### src/rtl/imul_int_mul_param_pkg.sv
// Shared types and message-field helpers for the parametrised
// iterative shift-add multiplier.
package imul_int_mul_param_pkg;

  typedef enum logic [1:0] {
    IDLE = 2'd0,
    CALC = 2'd1,
    DONE = 2'd2
  } state_e;

  localparam int DefNbits = 32;

  // Request message is {signed_mode, a, b}
  function automatic int msg_b_lsb(input int n);
    return 0;
  endfunction

  function automatic int msg_a_lsb(input int n);
    return n;
  endfunction

  function automatic int msg_sgn_bit(input int n);
    return 2 * n;
  endfunction

  function automatic int cnt_width(input int n);
    return $clog2(n) + 1;
  endfunction

endpackage

### src/rtl/imul_int_mul_param_ctrl.sv
// Control FSM: handshakes, iteration counter and
// early-exit decision.
module imul_int_mul_param_ctrl
  import imul_int_mul_param_pkg::*;
#(
  parameter int P_NBITS      = 32,
  parameter int P_EARLY_EXIT = 1
) (
  input  logic clk,
  input  logic reset,
  input  logic istream_val_i,
  output logic istream_rdy_o,
  output logic ostream_val_o,
  input  logic ostream_rdy_i,
  input  logic b_lsb_i,
  input  logic b_next_is_zero_i,
  output logic a_load_o,
  output logic b_load_o,
  output logic shift_en_o,
  output logic result_en_o,
  output logic result_clear_o,
  output logic add_en_o,
  output logic neg_en_o
);

  localparam int CW = cnt_width(P_NBITS);
  localparam logic [CW-1:0] CntLast = CW'(P_NBITS - 1);

  state_e        state_q, state_d;
  logic [CW-1:0] cnt_q, cnt_d;
  logic          cnt_clr, cnt_inc;
  logic          load, calc, last;

  assign last = (cnt_q == CntLast) ||
                ((P_EARLY_EXIT != 0) && b_next_is_zero_i);

  always_comb begin
    state_d       = state_q;
    istream_rdy_o = 1'b0;
    ostream_val_o = 1'b0;
    load          = 1'b0;
    calc          = 1'b0;
    case (state_q)
      CALC: begin
        calc = 1'b1;
        if (last)
          state_d = DONE;
      end
      DONE: begin
        ostream_val_o = 1'b1;
        if (ostream_rdy_i)
          state_d = IDLE;
      end
      // IDLE and the unused encoding
      default: begin
        istream_rdy_o = 1'b1;
        state_d       = IDLE;
        if (istream_val_i) begin
          load    = 1'b1;
          state_d = CALC;
        end
      end
    endcase
  end

  assign cnt_clr = load;
  assign cnt_inc = calc;

  always_comb begin
    cnt_d = cnt_q;
    if (cnt_clr)
      cnt_d = '0;
    else if (cnt_inc)
      cnt_d = cnt_q + 1'b1;
  end

  always_ff @(posedge clk) begin
    if (reset) begin
      state_q <= IDLE;
      cnt_q   <= '0;
    end else begin
      state_q <= state_d;
      cnt_q   <= cnt_d;
    end
  end

  assign a_load_o       = load;
  assign b_load_o       = load;
  assign result_clear_o = load;
  assign neg_en_o       = load;
  assign shift_en_o     = calc;
  assign result_en_o    = calc;
  assign add_en_o       = b_lsb_i;

endmodule

### src/rtl/imul_int_mul_param_dpath.sv
// Datapath: operand magnitude units, shift registers,
// accumulator and final sign correction.
module imul_int_mul_param_dpath
  import imul_int_mul_param_pkg::*;
#(
  parameter int P_NBITS = 32
) (
  input  logic                 clk,
  input  logic                 reset,
  input  logic [2*P_NBITS:0]   msg_i,
  input  logic                 a_load_i,
  input  logic                 b_load_i,
  input  logic                 shift_en_i,
  input  logic                 result_en_i,
  input  logic                 result_clear_i,
  input  logic                 add_en_i,
  input  logic                 neg_en_i,
  output logic                 b_lsb_o,
  output logic                 b_next_is_zero_o,
  output logic [2*P_NBITS-1:0] prod_o
);

  localparam int N    = P_NBITS;
  localparam int SgnB = msg_sgn_bit(N);
  localparam int ALsb = msg_a_lsb(N);
  localparam int BLsb = msg_b_lsb(N);

  logic         sgn;
  logic [N-1:0] a_in;
  logic [N-1:0] b_in;
  logic [N-1:0] a_abs;
  logic [N-1:0] b_abs;

  assign sgn  = msg_i[SgnB];
  assign a_in = msg_i[ALsb +: N];
  assign b_in = msg_i[BLsb +: N];

  // -2^(N-1) negates to itself, read back as unsigned 2^(N-1)
  assign a_abs = (sgn && a_in[N-1]) ? -a_in : a_in;
  assign b_abs = (sgn && b_in[N-1]) ? -b_in : b_in;

  logic [2*N-1:0] a_q, a_d;
  logic [2*N-1:0] res_q, res_d;
  logic [N-1:0]   b_q, b_d;
  logic           neg_q, neg_d;

  always_comb begin
    a_d   = a_q;
    b_d   = b_q;
    res_d = res_q;
    neg_d = neg_q;
    if (a_load_i)
      a_d = {{N{1'b0}}, a_abs};
    else if (shift_en_i)
      a_d = a_q << 1;
    if (b_load_i)
      b_d = b_abs;
    else if (shift_en_i)
      b_d = b_q >> 1;
    if (result_clear_i)
      res_d = '0;
    else if (result_en_i && add_en_i)
      res_d = res_q + a_q;
    if (neg_en_i)
      neg_d = sgn & (a_in[N-1] ^ b_in[N-1]);
  end

  always_ff @(posedge clk) begin
    if (reset) begin
      a_q   <= '0;
      b_q   <= '0;
      res_q <= '0;
      neg_q <= 1'b0;
    end else begin
      a_q   <= a_d;
      b_q   <= b_d;
      res_q <= res_d;
      neg_q <= neg_d;
    end
  end

  assign b_lsb_o          = b_q[0];
  assign b_next_is_zero_o = (b_q[N-1:1] == '0);
  assign prod_o           = neg_q ? -res_q : res_q;

endmodule

### src/rtl/imul_int_mul_param.sv
// Parametrised signed/unsigned iterative multiplier on a
// val/rdy stream; top level wires control to datapath.
module imul_int_mul_param
  import imul_int_mul_param_pkg::*;
#(
  parameter int p_nbits      = 32,
  parameter int p_early_exit = 1
) (
  input  logic                 clk,
  input  logic                 reset,
  input  logic                 istream_val,
  output logic                 istream_rdy,
  input  logic [2*p_nbits:0]   istream_msg,
  output logic                 ostream_val,
  input  logic                 ostream_rdy,
  output logic [2*p_nbits-1:0] ostream_msg
);

  logic a_load, b_load, shift_en;
  logic result_en, result_clear, add_en, neg_en;
  logic b_lsb, b_next_is_zero;

  imul_int_mul_param_ctrl #(
    .P_NBITS      (p_nbits),
    .P_EARLY_EXIT (p_early_exit)
  ) u_ctrl (
    .clk              (clk),
    .reset            (reset),
    .istream_val_i    (istream_val),
    .istream_rdy_o    (istream_rdy),
    .ostream_val_o    (ostream_val),
    .ostream_rdy_i    (ostream_rdy),
    .b_lsb_i          (b_lsb),
    .b_next_is_zero_i (b_next_is_zero),
    .a_load_o         (a_load),
    .b_load_o         (b_load),
    .shift_en_o       (shift_en),
    .result_en_o      (result_en),
    .result_clear_o   (result_clear),
    .add_en_o         (add_en),
    .neg_en_o         (neg_en)
  );

  imul_int_mul_param_dpath #(
    .P_NBITS (p_nbits)
  ) u_dpath (
    .clk              (clk),
    .reset            (reset),
    .msg_i            (istream_msg),
    .a_load_i         (a_load),
    .b_load_i         (b_load),
    .shift_en_i       (shift_en),
    .result_en_i      (result_en),
    .result_clear_i   (result_clear),
    .add_en_i         (add_en),
    .neg_en_i         (neg_en),
    .b_lsb_o          (b_lsb),
    .b_next_is_zero_o (b_next_is_zero),
    .prod_o           (ostream_msg)
  );

endmodule
### config.mk
export PLATFORM = sky130hd
export DESIGN_NAME = imul_int_mul_param
export DESIGN_NICKNAME = d
export VERILOG_FILES = /design/src/rtl/imul_int_mul_param_pkg.sv /design/src/rtl/imul_int_mul_param_ctrl.sv /design/src/rtl/imul_int_mul_param_dpath.sv /design/src/rtl/imul_int_mul_param.sv
export SDC_FILE = /design/constraint.sdc
export NUM_CORES = 1
export LEC_CHECK = 0
export ABC_AREA = 0
export CAP_MARGIN = 25
export CORE_AREA = 2 2 152 154
export CTS_CLUSTER_SIZE = 20
export DETAILED_ROUTE_END_ITERATION = 10
export DIE_AREA = 0 0 154 156
export GPL_ROUTABILITY_DRIVEN = 0
export PLACE_DENSITY = 0.81
export SLEW_MARGIN = 10
export SYNTH_ARGS = -nofsm -noshare
export SYNTH_HDL_FRONTEND = slang
export SYNTH_SLANG_ARGS = --single-unit
### constraint.sdc
create_clock -name clk -period 4.1 [get_ports clk]
set_input_delay 0.41 -clock clk [delete_from_list [all_inputs] [get_ports clk]]
set_output_delay 0.41 -clock clk [all_outputs]
set_load 0.05 [all_outputs]
==> flow_summary.yaml <==
cts:
  clock-sinks: 169
  hold_buffers: 0
  cts_buffer_depth: 2
  cts_tree: "done"
  numCtsBuffers: 17
  cts_max_level: 4
  clkLatencyLatePin_ps: 440
  clkTransAtPathRegs_ps: 70
  cts_root_buffer: "clkbuf_16"
worst_setup_path:
  path_max_fanout: 5
  critPathKind: "reg -> out"
  required_ps: 3690
  crit_path_start_kind: "flop"
  worstSetupEndpointType: "primary output"
  worstPathArrival_ps: 4130
  rr_worst_depth: 14
  rr_endpoint: "u_dpath.res_q[60]"
  r2r_slack_ps: 350
  r2r-start: "u_dpath.res_q[0]"
min_path:
  hold_path_depth: 2
  hold_class: "reg -> reg"
  hold_start: "u_ctrl.cnt_q[5]"
  hold_path_end: "u_ctrl.cnt_q[5]"
synthesis:
  syn-num-nets: 1788
  postSynthAreaPerCell_um2: 7.781
  synth_flop_cell: "dfxtp_1"
  yosysWarningCount: 0
  synth_edf_count: 0
  async_reset_ff_share_pct: 0
  yosysUniqueCellTypes: 69
  yosysSeqAreaShare_pct: 26.37
  synth_area_um2: 12830
  syn_inst: 1649
  ys_ff_latch: 169
cells_and_area:
  final_layout_size_suffix_gt1_share_pct: 10.61
  antennaDiodeCount: 0
  area_delta_synth_final_pct: 23.17
  final_cells: 2076
  nNetsFinal: 1917
timing:
  rsz0062_at_grt: "true"
  setup_viol: 19
  hold_slack_ps: 507.8
  skew_ps: 14.48
  drv_slew: 0
  hold_viol_final: 0
  fin_crit_ps: 4541
  layout_setup_ws_ps: -440.6
  finalCritPeriodShare_pct: 110.7
  fmax_mhz: 220.2
  tightest_slew_ps: 1019
  maxSlewHeadroom_pct: 32.05
floorplanning:
  die-height_um: 156
  fp.dieArea_um2: 24020
  coreArea_um2: 22370
  start_util_pct: 57.37
  die_w_um: 154
  ios: 135
  rows: 55
pwr:
  clock_power_share_pct: 34.6
  power_leakage_uw: 0.006229
  switchingPower_uw: 1553
  internal_power_uw: 3070
  power_density_nw_per_um2: 292.5
  ir_drop_mv: 0.2598
  power.share.switching_pct: 33.59
  fin_total_pwr_uw: 4622
  seqPwrFrac_pct: 39.8
  pwr-share-comb_pct: 25.5
place:
  port_buffers: 134
  dp_cells: 2029
  detailed_place_hpwl_mm: 25.92
global_route:
  grt_antenna_before_repair: 0
  grt_start_max_net_pins: 117
  grt_pass1_wl_mm: 57.91
  grt_overflow: 0
  grt_pass1_vias: 11971
  track_usage_pct: 28.91
routing:
  routed-via-count: 12814
  vias_per_cell: 6.172
  drt_wl_total_mm: 35.88
  drc: 0
  drt_pass1_iterations: 5
  post_drt_wl_per_cell_um: 17.28
  drtAntennaViolNets: 0
  dr.first_iter.drc_count: 908
job:
  maxCapViolations: 0
run_status:
  violations: "negative setup slack"
  status: "finished with violations"
kinds of logic after synthesis:
kind of cell             Yosys count  share of synthesized area [%]
flip-flops                       169                          26.37
multiplexers                      91                          7.099
AO/OA/AOI/OAI                    461                          23.25
XOR/XNOR                         179                          12.22
buffers and inverters            128                          3.774
AND/OR/NAND/NOR                  551                          20.41
adder cells (fa/ha/maj)           70                          6.884
synthesized netlist by cell type (all sizes together), types with 14 or more instances:
cell type,instances,area (um2)
nand4,28,175.2
nor4,19,133.9
dfxtp,169,3383
mux2i,91,910.9
o21bai,19,142.6
ha,69,863.3
clkbuf,75,281.5
or3,14,92.59
a21oi,158,790.8
a21o,30,225.2
xor2,43,376.6
buf,15,60.06
nand3,32,165.2
or4,22,176.4
o41ai,18,199.0
o21ai,78,390.4
xnor2,136,1191
inv,38,142.6
nor2,162,608.1
nor3,27,135.1
o31ai,29,231.5
a211oi,72,540.5
nand2,184,690.7
critical path, cell delays in order, from the launching register on:
cell,delay [ps]
dfxtp_2,320
or4_4,550
nor4_4,300
buf_4,170
nand4_1,110
or3_4,360
or4_4,450
or4_4,470
nor2_4,130
nand2_4,130
o31ai_4,330
xnor2_2,170
buf_12,170
power by group through the flow:
stage | clock [uW] | sequential (uW) | combinational, uW
4_1_cts | 1610 | 1840 | 1140
6_report | 1600 | 1840 | 1180
5_1_grt | 1670 | 1850 | 1270
2_1_floorplan | 0 | 1830 | 754
3_3_place_gp | 0 | 1870 | 1040
3_5_place_dp | 0 | 1870 | 1070
layout make-up:
type                            instances  area (um2)
Clock buffer                           17       425.4
Clock inverter                         15       155.1
Fill cell                            1733        6561
Inverter                               38       142.6
Multi-Input combinational cell       1352        9246
Sequential cell                       169        3386
Tap cell                              285       356.6
Timing Repair Buffer                  200        2092
layer usage:
layer  global-route usage [%]  vias to the layer above  part of all wire (%)
met3                    4.750                       80                   6.4
met2                    49.09                      496                    47
met5                        0                        -                     0
li1                         -                     6243                     -
met4                    10.55                        0                   2.6
met1                    37.10                     5995                    44
state kept, by name, summed over array words and instances (netlist names):
name and cells:
u_dpath.b_q 32, u_dpath.neg_q 1, u_dpath.res_q 64, u_dpath.a_q 64, u_ctrl.state_q 2, u_ctrl.cnt_q 6
metrics by stage:
stage	utilization (%)	instance area, um2	setup slack, ps	TNS (ps)
2_1_floorplan	-	12870	32.34	0
3_3_place_gp	66.38	14850	-40.35	-76.24
4_1_cts	70.05	15670	-395.6	-5532
6_report	70.66	15800	-440.6	-6513
5_1_grt	70.66	15800	-548.6	-8435
3_5_place_dp	66.38	14850	-106.8	-555.7
how the worst max path moves through the flow:
stage                      startpoint               to  cells after the start  slack [ps]
floorplan            u_dpath.res_q[2]  ostream_msg[53]                      9          30
global placement    u_dpath.res_q[11]  ostream_msg[58]                     11         -40
detailed placement  u_dpath.res_q[11]  ostream_msg[58]                     11        -110
CTS                 u_dpath.res_q[16]  ostream_msg[60]                     12        -400
global route        u_dpath.res_q[11]  ostream_msg[61]                     12        -550
finish              u_dpath.res_q[11]  ostream_msg[57]                     12        -440
cells in the final DEF (no fill, tap or decap), types with 31 or more instances in the layout:
cell type and instances:
mux2i_1 91, xnor2_1 124, buf_4 69, nand2_1 179
inv_1 38, ha_1 68, a211oi_1 72, o21ai_0 73
dfxtp_1 167, xor2_1 43, a21oi_1 158, nor2_1 161
clkdlybuf4s50_1 101, nand3_1 31
what timing repair did:
item | in CTS | in global routing
pin swaps | 22 | 15
gates resized for setup | 33 | 27
endpoints found under the setup margin | 19 | 24
buffers inserted | 12 | 2
No activity file was read; power rests on OpenSTA's default activity.
==> patch 1 (same settings) <==
`p_nbits`: 32 -> 40.
--- a/src/rtl/imul_int_mul_param.sv
+++ b/src/rtl/imul_int_mul_param.sv
@@ -3,7 +3,7 @@
 module imul_int_mul_param
   import imul_int_mul_param_pkg::*;
 #(
-  parameter int p_nbits      = 32,
+  parameter int p_nbits      = 40,
   parameter int p_early_exit = 1
 ) (
   input  logic                 clk,
Ports: changed (resized istream_msg and ostream_msg); port bits go from 135 to 167. No check against the original RTL was run, so the function may have changed too.
==> patch 1 against the unedited design <==
The run now fails in global routing. Synthesized area increased by 25%. Synthesized cell count up 27%.
==> patch 1: results (changes against the unedited design) <==
[status]
status=stopped before the end  ; was finished, violations left
lastStage=global routing
first-error=[ERROR GRT-0232] Routing congestion too high. Check the congestion heatmap in the GUI.

[yosys]
synth-async-reset-ratio_pct=0  ; unchanged
ys_warn_count=0  ; unchanged
synth.distinct_cells=69  ; unchanged
ys_top_cells_by_count=234 x nand2_1, 216 x nor2_1, 210 x dfxtp_1  ; was 184 x nand2_1, 169 x dfxtp_1, 162 x nor2_1
syn_nets=2260  ; was 1788
ys.flop_type=dfxtp_1  ; unchanged
synth_seq_cells=210  ; was 169
synth_seq_area_share_pct=26.1  ; was 26.4%
synth_area_leaders=dfxtp_1 26%, xnor2_1 8.5%, mux2i_1 7.3%  ; was dfxtp_1 26%, xnor2_1 9.3%, mux2i_1 7.1%
netlist_area_sq_um=16100  ; was 12800 sq um

[global_route]
overflow=94
antenna_found_initial=19
grt.total_usage_pct=80.9
grt_max_degree=84

[place]
portBuffers=166  ; was 134
placed_area_sq_um=18900  ; was 14800 sq um
hpwl_um=35800  ; was 25900 um

[clock_network]
clock_path_buffers=3  ; was 2
ctsRootBufferMaster=clkbuf_16  ; unchanged
cts_max_level=1  ; was 4
ctsHoldBuffers=0  ; unchanged
cts_buffers=24  ; was 17

[sta]
worstEndpointType=primary output
crit_endpoint=ostream_msg[78]

patch 1: what timing repair did:
action,in CTS
buffers inserted,9
pin swaps,47
endpoints found under the hold margin,0
setup endpoints to repair,62
gates resized for setup,122
patch 1: logic make-up after synthesis:
logic type | count (synthesis) | share of synthesized area [%]
XOR/XNOR | 223 | 12.1
flip-flops | 210 | 26.1
AO/OA/AOI/OAI | 601 | 23.8
adder cells (fa/ha/maj) | 86 | 6.74
multiplexers | 118 | 7.34
buffers and inverters | 162 | 3.80
AND/OR/NAND/NOR | 689 | 20.1
patch 1: through the flow:
step	setup TNS (ns)	cells	setup WS (ns)
floorplan	-2.81	2089	-0.309
global placement	-3.47	2481	-0.353
detailed placement	-4.28	2481	-0.404
CTS	-23.64	2531	-0.897
patch 1: routing by layer:
layer  GRT overflow  track usage, %
met2             42            95.0
met4             40            77.9
met3              8            71.8
met5              2            58.6
met1              2            78.0
==> patch 2 (same settings) <==
Made on the original files. Encoding of `state_e`: now one-hot (3 bits for 3 states).
--- a/src/rtl/imul_int_mul_param_pkg.sv
+++ b/src/rtl/imul_int_mul_param_pkg.sv
@@ -2,10 +2,10 @@
 // iterative shift-add multiplier.
 package imul_int_mul_param_pkg;
 
-  typedef enum logic [1:0] {
-    IDLE = 2'd0,
-    CALC = 2'd1,
-    DONE = 2'd2
+  typedef enum logic [2:0] {
+    IDLE = 3'b001,
+    CALC = 3'b010,
+    DONE = 3'b100
   } state_e;
 
   localparam int DefNbits = 32;
Check against the original RTL: same outputs for any inputs over 4 cycles, from zero or initial values and one cycle with reset high; so few cycles prove little.
==> patch 2 against the unedited design <==
Count of clock-buffer cells in the layout unchanged. Sequential cell count up 1. First-iteration DRC count up 39%. Via count up 1.0%. Worst setup slack better by 0.46 ns. Synthesized area down 2.3%. Wire length down 0.57%. Final cell count up 0.39%. Design area down 5.1%. Critical path type unchanged.
Power is not compared: it rests on default switching activity, and its combinational part moved more than twofold at a synthesized area within 25%.
==> patch 2: results (changes against the unedited design) <==
[yosys]
synth-async-reset-ratio_pct=0  ; unchanged
ys_warn_count=0  ; unchanged
synth_seq_area_share_pct=27.2  ; was 26.4%
synth.distinct_cells=72  ; was 69
syn_nets=1839  ; was 1788
ys_top_cells_by_count=349 x nand2_1, 178 x a21oi_1, 170 x dfxtp_1  ; was 184 x nand2_1, 169 x dfxtp_1, 162 x nor2_1
synth_area_leaders=dfxtp_1 27%, nand2_1 10%, xnor2_1 9.0%  ; was dfxtp_1 26%, xnor2_1 9.3%, mux2i_1 7.1%
synthCells=1702  ; was 1649

[final_layout]
diodes=0  ; unchanged
reg.largest.list=u_dpath.a_q (64), u_dpath.res_q (64), u_dpath.b_q (32)  ; unchanged
fin_nets=1923  ; was 1917
drive_gt1_share_pct=8.06  ; was 10.6%
final_cells=2084  ; was 2076
n_fill_cell=1847  ; was 1733

[status]
status=finished, final reports clean  ; was finished, violations left

[global_route]
grt_max_degree=92  ; was 117
grt.total_usage_pct=28.9  ; about the same
antenna_found_initial=0  ; unchanged
grt_pass1_wl_um=57900  ; about the same
grt_pass1_vias=11878  ; was 11971

[setup_path]
cp.arrival_ns=3.67  ; was 4.13 ns
worst-path-max-fanout=6  ; was 5

[sta]
skew_ns=0.0152  ; was 0.0145 ns
slew_violations=0  ; unchanged
slew_headroom_pct=31.7  ; was 32.0%

[place]
portBuffers=134  ; unchanged
hpwl_um=26000  ; was 25900 um
dp_slack_ns=0.284  ; was -0.107 ns
placedCellCount=2046  ; was 2029

[min_path]
hold_class=reg -> reg  ; unchanged

[route]
drtIter0Drc=1259  ; was 908
wl_per_cell_um=17.1  ; was 17.3 um
drt_first_pass_iters=6  ; was 5
vias=12945  ; was 12814

[clock_network]
clock_path_buffers=2  ; unchanged
cts_max_level=4  ; unchanged
insertion_delay_ns=0.45
cts_buffers=17  ; unchanged

[pwr]
power.leakage_nw=6.04

patch 2: cell types whose count changed after synthesis, moves of 10 or more:
cell / before / now
a2111oi_0: 1 / 12
nand4_1: 28 / 17
nand2_1: 184 / 349
nor2_1: 162 / 141
nor2b_1: 12 / 2
a21o_1: 30 / 47
mux2i_1: 91 / 4
a211oi_1: 72 / 12
clkbuf_1: 75 / 85
a311oi_1: 3 / 47
a21oi_1: 158 / 178
patch 2: timing repair:
| item | 4_1_cts | 5_1_grt |
|---|---|---|
| endpoints found under the setup margin | 22 | 20 |
| buffers inserted | 0 | 6 |
| gates cloned | 0 | 0 |
| endpoints found under the hold margin | 0 | 0 |
| pin swaps | 1 | 4 |
| hold buffers | 0 | 0 |
| resized for setup | 13 | 19 |
patch 2: layer usage:
layer | track usage [%] | share of wire, % | vias up
met4 | 9.52 | 2.1 | 0
met1 | 38.6 | 44 | 6039
met2 | 48.5 | 46 | 561
met3 | 3.78 | 7.6 | 67
li1 | - | - | 6278
met5 | 0 | 0 | -
patch 2: path summary, 6_finish.rpt:
path,startpoint,end,slack [ns],depth (start not counted)
max,u_dpath.res_q[8],ostream_msg[30],0.02,11
min,u_dpath.a_q[63],u_dpath.a_q[63],0.47,2
max reg2reg,u_dpath.res_q[0],u_dpath.res_q[60],0.20,12
min reg2reg,u_dpath.a_q[63],u_dpath.a_q[63],0.47,2
patch 2: metrics by stage:
stage | cell area [sq um] | util (%) | hold slack (ns)
floorplan | 12500 | - | 0.444
global placement | 14200 | 63.6 | 0.455
detailed placement | 14200 | 63.6 | 0.461
CTS | 14900 | 66.5 | 0.472
global route | 15000 | 67.1 | 0.500
finish | 15000 | 67.1 | 0.468
patch 2: where the power goes:
part           leakage (nW)  total, mW  internal [mW]  switching [mW]
Sequential             1.39       1.77           1.71          0.0606
Combinational          4.36      0.526          0.218           0.308
Clock                 0.299       1.66          0.832           0.826
Total                  6.04       3.95           2.76            1.20
patch 2: final cells by class:
type	count	area, sq um	share of cell area [%]
Clock buffer	17	425	2.84
Clock inverter	15	201	1.34
Inverter	29	109	0.726
Multi-Input combinational cell	1406	8760	58.4
Sequential cell	170	3410	22.7
Tap cell	285	357	2.38
Timing Repair Buffer	162	1740	11.6
patch 2: cell families after synthesis:
group,share of synthesized area [%]
DFF,27.2
xor gates and xnor gates,12.2
and+or+nand+nor,23.1
muxes,0.320
buffers and inverters,3.81
AOI/OAI and AO/OA,26.6
adders and majority gates,6.85
patch 2: critical path, cell delays in order (launching register included):
cell      delay [ns]
dfxtp_4         0.37
or4_4           0.55
nor4_4          0.16
nand2b_1        0.14
nor4_4          0.23
buf_4           0.18
nand3_4         0.08
or4_4           0.48
or3_4           0.42
o41ai_2         0.24
xnor2_1         0.21
buf_12          0.18
